**config.mk**
```make
export PLATFORM = sky130hd
export DESIGN_NAME = seq_shift_add_mul
export DESIGN_NICKNAME = d
export VERILOG_FILES = /design/src/rtl/seq_shift_add_mul.sv
export SDC_FILE = /design/constraint.sdc
export NUM_CORES = 1
export LEC_CHECK = 0
export CORE_UTILIZATION = 49
export CTS_BUF_LIST = sky130_fd_sc_hd__clkbuf_4 sky130_fd_sc_hd__clkbuf_8 sky130_fd_sc_hd__clkbuf_16
export DETAILED_ROUTE_END_ITERATION = 16
export GPL_TIMING_DRIVEN = 0
export PLACE_DENSITY = 0.74
export SLEW_MARGIN = 10
export SYNTH_ARGS = -nofsm -noshare
export SYNTH_HDL_FRONTEND = slang
export SYNTH_SLANG_ARGS = --single-unit
```
**constraint.sdc**
```tcl
create_clock -name clk -period 1.9 [get_ports clk]
set_input_delay 0.19 -clock clk [delete_from_list [all_inputs] [get_ports clk]]
set_output_delay 0.19 -clock clk [all_outputs]
set_load 0.1 [all_outputs]
```
**src/rtl/seq_shift_add_mul.sv**
```systemverilog
// seq_shift_add_mul
// Sequential unsigned shift-and-add multiplier. Each cycle the N-bit adder
// result {carry, sum} is shifted into a 2N-bit {high, low} product register,
// retiring one multiplier bit per cycle.
//
// Ports:
//   clk    - single clock, rising edge
//   rst_n  - asynchronous, active-low reset
//   start  - request to multiply a by b (ignored while busy)
//   a      - N-bit unsigned multiplicand, captured on accept
//   b      - N-bit unsigned multiplier, captured on accept
//   busy   - high while an operation is running
//   done   - one-cycle pulse when p holds a new result
//   p      - 2N-bit product, held until the next completion
module seq_shift_add_mul #(
    parameter int N = 16
) (
    input  logic           clk,
    input  logic           rst_n,
    input  logic           start,
    input  logic [N-1:0]   a,
    input  logic [N-1:0]   b,
    output logic           busy,
    output logic           done,
    output logic [2*N-1:0] p
);

    localparam int CW = $clog2(N + 1);
    localparam logic [CW-1:0] LAST = CW'(N - 1);

    typedef enum logic [1:0] {
        IDLE,
        RUN,
        DONE
    } state_t;

    state_t         state;
    logic [N-1:0]   m;
    logic [N-1:0]   h;
    logic [N-1:0]   l;
    logic [CW-1:0]  cnt;

    logic [N:0]     sum_ext;
    logic [2*N-1:0] shifted;

    // Adder stage: add the multiplicand into the high half only when the
    // current multiplier bit is set. The extra bit keeps the carry, so the
    // shifted {carry, sum, low} value never loses precision.
    always_comb begin
        sum_ext = {1'b0, h};
        if (l[0]) begin
            sum_ext = {1'b0, h} + {1'b0, m};
        end
        shifted = {sum_ext, l[N-1:1]};
    end

    // Control FSM and datapath registers. All outputs are registered here so
    // busy/done/p never depend combinationally on the inputs. The DONE state
    // may accept a new start directly, giving an N+1 cycle initiation interval.
    always_ff @(posedge clk or negedge rst_n) begin
        if (!rst_n) begin
            state <= IDLE;
            m     <= '0;
            h     <= '0;
            l     <= '0;
            cnt   <= '0;
            busy  <= 1'b0;
            done  <= 1'b0;
            p     <= '0;
        end else begin
            case (state)
                IDLE: begin
                    done <= 1'b0;
                    if (start) begin
                        m     <= a;
                        h     <= '0;
                        l     <= b;
                        cnt   <= '0;
                        busy  <= 1'b1;
                        state <= RUN;
                    end
                end
                RUN: begin
                    h   <= shifted[2*N-1:N];
                    l   <= shifted[N-1:0];
                    cnt <= cnt + 1'b1;
                    if (cnt == LAST) begin
                        p     <= shifted;
                        done  <= 1'b1;
                        busy  <= 1'b0;
                        state <= DONE;
                    end
                end
                DONE: begin
                    done <= 1'b0;
                    if (start) begin
                        m     <= a;
                        h     <= '0;
                        l     <= b;
                        cnt   <= '0;
                        busy  <= 1'b1;
                        state <= RUN;
                    end else begin
                        state <= IDLE;
                    end
                end
                default: begin
                    state <= IDLE;
                    busy  <= 1'b0;
                    done  <= 1'b0;
                end
            endcase
        end
    end

endmodule

```
# Yosys cells after proc, flatten, opt, wreduce, memory -nomap -nowiden
# Index checks and enable logic that the tools add are counted.
[classes]
n_addsub = 2
mux = 16
n_eq_ne = 6
reduce_logical = 8
[ops]
columns = ["op", "count"]
rows = [
  ["16-bit case mux with 2 select lines", 2],
  ["16-bit two-way mux", 2],
  ["16-bit by 16-bit adder with 17-bit output", 1],
  ["17-bit two-way mux", 1],
  ["5-bit case mux with 2 select lines", 1],
  ["2-bit AND reduction", 5],
  ["2-bit case mux with 3 select lines", 1],
  ["5-bit by 1-bit adder with 5-bit output, second input constant", 1],
  ["5-bit by 4-bit equality test with 1-bit output, second input constant", 1],
  ["1-bit two-way mux", 5],
  ["5-bit two-way mux", 1],
  ["2-bit two-way mux", 2],
  ["2-bit != test, second input constant", 2],
  ["2-bit by 1-bit equality test with 1-bit output, second input constant", 1],
  ["2-bit equality test, second input constant", 1],
  ["2-bit logical NOT", 1],
  ["2-bit by 1-bit != test with 1-bit output, second input constant", 1],
  ["1-bit case mux with 2 select lines", 1],
  ["2-bit nonzero test", 1],
  ["2-bit OR reduction", 1],
]
[word_totals]
elab_cells = 40
in_bits = 35
reg_bits = 89
output_inout_bits = 34

# Logic depth before layout (Yosys ltp)
[logic_depth]
depth_word = 4
mapped_depth = 9
depth_no_buf = 8

# Least setup slack after synthesis
# OpenSTA, ideal clock, no wires.
[synth_path]
kind = "register to register"
startpoint = "reg m[0]"
endpoint = "reg p[21]"
n_path_buf = 0
arrival_ps = 1923
t_required_ps = 1775
slack_ps = -148
stages_incl_launch_ff = 9
cell_sequence = "dfrtp_1 -> ha_1 -> fa_1 -> a21oi_1 -> o21ai_0 -> a21oi_1 -> xor2_1 -> mux2i_1 -> mux2_2"
[synth_between]
elab_chain_cells = 2
[synth_rtl]
columns = ["element", "line", "text"]
rows = [
  ["start: declaration", "38", "logic [N-1:0] m;"],
  ["start signal: assignment", "63", "m <= '0;"],
  ["start signal: assignment", "75", "m <= a;"],
  ["start signal: assignment", "97", "m <= a;"],
  ["16-bit by 16-bit adder with 17-bit output", "52", "sum_ext = {1'b0, h} + {1'b0, m};"],
  ["17-bit two-way mux", "51", "if (l[0]) begin"],
  ["end signal: assignment", "88", "p <= shifted;"],
  ["end: declaration", "25", "output logic [2*N-1:0] p"],
]
# Every way passes these cells.
# A chain may end at the register's enable or synchronous reset.

# Worst setup path in the final report
[layout_path]
startpoint = "reg h[1]"
endpoint = "reg p[21]"
[layout_between]
elab_chain_cells = 2
[layout_rtl]
columns = ["element", "line", "text"]
rows = [
  ["start: declaration", "39", "logic [N-1:0] h;"],
  ["start signal: assignment", "84", "h <= shifted[2*N-1:N];"],
  ["16-bit by 16-bit adder with 17-bit output", "52", ""],
  ["17-bit two-way mux", "51", ""],
]
# Every way passes these cells.

==> summary.md <==
| Metric | Value |
|---|---|
| #FFs+latches synth | 89 |
| Final period utilization | 107% |
| Final worst slack | -0.140 ns |
| Largest net degree at the start of global routing | 56 |
| Synth Instances | 470 |
| Critical path launch point type | flop |
| Antenna fix cells | 0 |
| Initial Util | roughly half |
| Share of layout cells above drive strength 1 | between 15 and 20% |
| Critical-path top delay cell | dfrtp_1 |
| CTS root buf | clkbuf_8 |
| Setup Skew | roughly 0.012 ns |
| Buffers on Ports | 68 |
| Top cell type's share of synthesized area | between 50 and 60% |
| Die footprint | approximately 9400 um^2 |
| FP Rows | 34 |
| Yosys warns | 0 |
| Rel. slew slack | about a third |
| Fillers | a little over 700 |
| Area grow syn2layout | 33.8% |
| H-tree Lvls | 3 |
| Area of the multi-input gates | roughly 2300 um^2 |
| DP Wirelength | between 7000 and 8000 um |
| Initial antenna violation count | 0 |
| Mapped cell area | ~4400 um^2 |
| FFs w/ async S/R, synth | 100% |
| CTS tree | yes |
| Fmax | about 490 MHz |
| Violated checks | negative setup slack |
| Post-synth top flop | dfrtp_1 |
| Total core area | just under 9000 um^2 |
| Most frequent cells in the layout | nand2_1, dfrtp_1, o21ai_0, dlygate4sd2_1, clkdlybuf4s50_1 |
| Outcome | finished with violations |
| Largest cells by area after synthesis | dfrtp_1, nand2_1, o21ai_0 |
| Reg area | between 2000 and 2500 um^2 |
| Via/cell ratio | around 5.5 |
| Max cap viols | 0 |
| Post-synth EDFFs | 0 |
| CP Max Fanout | 3 |
| Setup TNS | -1.40 ns |
| CTS sink cnt | 89 |
| DR pass1 iterations | 4 |
| DIE WIDTH | 96.8 um |
| Vias in the first global route | ~3,800 |
| Boundary Pins | approximately 70 |
| Post-route minimum period | between 2 and 2.5 ns |
| Post-route DRC violation count | 0 |
| Avg WL per Cell | between 15 and 20 um |
| Worst Tran Pin Value | a little under 1 ns |
| Crit-path cells | buf_4, fa_2, a21oi_2, o21ai_1, a21oi_1, xor2_1, mux2i_1, mux2_4 |
| CP peak stage delay | about 0.43 ns |
| Syn nets | about 520 |
| Clock buffer depth | 2 |
| Yosys cell types | 43 |
| Setup CP Type | reg2reg |
| Worst-path clk slew | roughly 0.09 ns |
| Total CTS buffers | 9 |
| Most common cell after layout, fill and taps aside | nand2_1 |
| Gr usage total | 24.8% |
| Post-synth top area cell | dfrtp_1 |
| Crit path max-delay family | flip-flops |
| Arrival time at the worst endpoint | between 2 and 2.5 ns |
| Register area share after synthesis | 50.5% |
| Nets | around 620 |
| Via count | about 3,700 |
| Layout Utilization | about two thirds |
| Avg Cell Area, Syn | about 9.4 um^2 |
| Vert. Die Dim | approximately 97 um |
| Final Hold Fails | 0 |
| RSZ-0062 raised after global routing | yes |
| Setup violations, final | 19 |
| Routed Wire Length | approximately 11,000 um |
| Iteration-0 DRC Markers | 170 |
| First-pass GRT wire length | around 19,000 um |
| Worst skew pair latency | ~0.37 ns |
| Critical Path End Type | flop |
| Buf+Inv Stages, Crit Path | 1 |
| Crit path required time | 2.15 ns |
| Total gr overflow | 0 |
| Placer Congestion | ~0.93 |
| Final ANT Viol Nets | 0 |
| Final slew viol count | 0 |
| Worst min-delay path class | in2async |
cells by family after synthesis:
logic type	after synthesis	share of synthesized area [%]
multiplexers	24	5.48
AND/OR/NAND/NOR	179	16.9
flip-flops	89	50.5
AO/OA/AOI/OAI	115	15.6
adder cells (fa/ha/maj)	19	5.57
XOR/XNOR	14	2.78
buffers and inverters	30	3.12
sequential cells by signal, summed over array words and instances (netlist names):
register,cells
cnt,5
l,16
state,2
busy,1
h,16
m,16
p,32
done,1
worst paths after layout:
check | startpoint | to | slack [ns] | cells past startpoint
setup / recovery | h[1]$_DFFE_PN0P_ | p[21]$_DFFE_PN0P_ | -0.14 | 8
hold / removal | rst_n | cnt[4]$_DFFE_PN0P_ | 0.31 | 2
setup reg to reg | h[1]$_DFFE_PN0P_ | p[21]$_DFFE_PN0P_ | -0.14 | 8
hold reg to reg | p[6]$_DFFE_PN0P_ | p[6]$_DFFE_PN0P_ | 0.48 | 2
max in group asynchronous | rst_n | h[13]$_DFFE_PN0P_ | 0.94 | 3
min in group clk | a[8] | m[8]$_DFFE_PN0P_ | 0.34 | 3
cell type report:
class / count / area share, %
Inverter: 7 / 0.445
Timing Repair Buffer: 87 / 13.8
Clock inverter: 7 / 1.74
Multi-Input combinational cell: 351 / 39.8
Clock buffer: 9 / 2.10
Buffer: 22 / 2.12
Sequential cell: 89 / 37.8
Tap cell: 108 / 2.29
timing repair:
| item | in CTS | in global routing |
|---|---|---|
| hold endpoints to repair | 34 | 0 |
| setup buffers | 9 | 8 |
| pin swaps | 20 | 20 |
| endpoints found under the setup margin | 79 | 50 |
| hold buffers | 1 | 0 |
| gates resized for setup | 70 | 46 |
metrics by stage:
| step | hold WS (ns) | instances | worst slack (ns) | instance area (um^2) |
|---|---|---|---|---|
| floorplan | -0.106 | 470 | -0.0645 | 4430 |
| global placement | 0.458 | 646 | -2.62 | 5240 |
| detailed placement | 0.184 | 647 | -0.370 | 5270 |
| CTS | 0.337 | 672 | -0.126 | 5670 |
| global route | 0.358 | 680 | -0.206 | 5900 |
| finish | 0.313 | 680 | -0.140 | 5900 |
synthesized netlist by cell type (all sizes together) (2+ instances only):
master	count
a22oi	9
o211ai	2
ha	18
o21ai	60
dfrtp	89
xnor2	12
nor3b	5
o21a	2
mux2i	23
buf	13
inv	7
nand2b	3
nand4	3
a21oi	28
clkbuf	10
a21o	2
nor2	12
a31oi	2
nor2b	2
xor2	2
or3	3
o21bai	3
and3	2
nand2	136
and2	2
nand3	11
per-layer routing:
layer,vias to the layer above,routed length [um],global-route usage [%]
li1,1804,-,-
met1,1807,4910,32.7
met2,118,5700,41.3
met3,19,643,4.26
met4,0,218,8.73
met5,-,0,0
worst register-to-register path: stages, from the launching register on:
cell and delay [ns]:
dfrtp_1 0.43, buf_4 0.16, fa_2 0.36, a21oi_2 0.15
o21ai_1 0.08, a21oi_1 0.17, xor2_1 0.20, mux2i_1 0.11
mux2_4 0.27
Power is not shown: default switching activity piles up to over one toggle a cycle in this logic, so the estimate is an artifact.
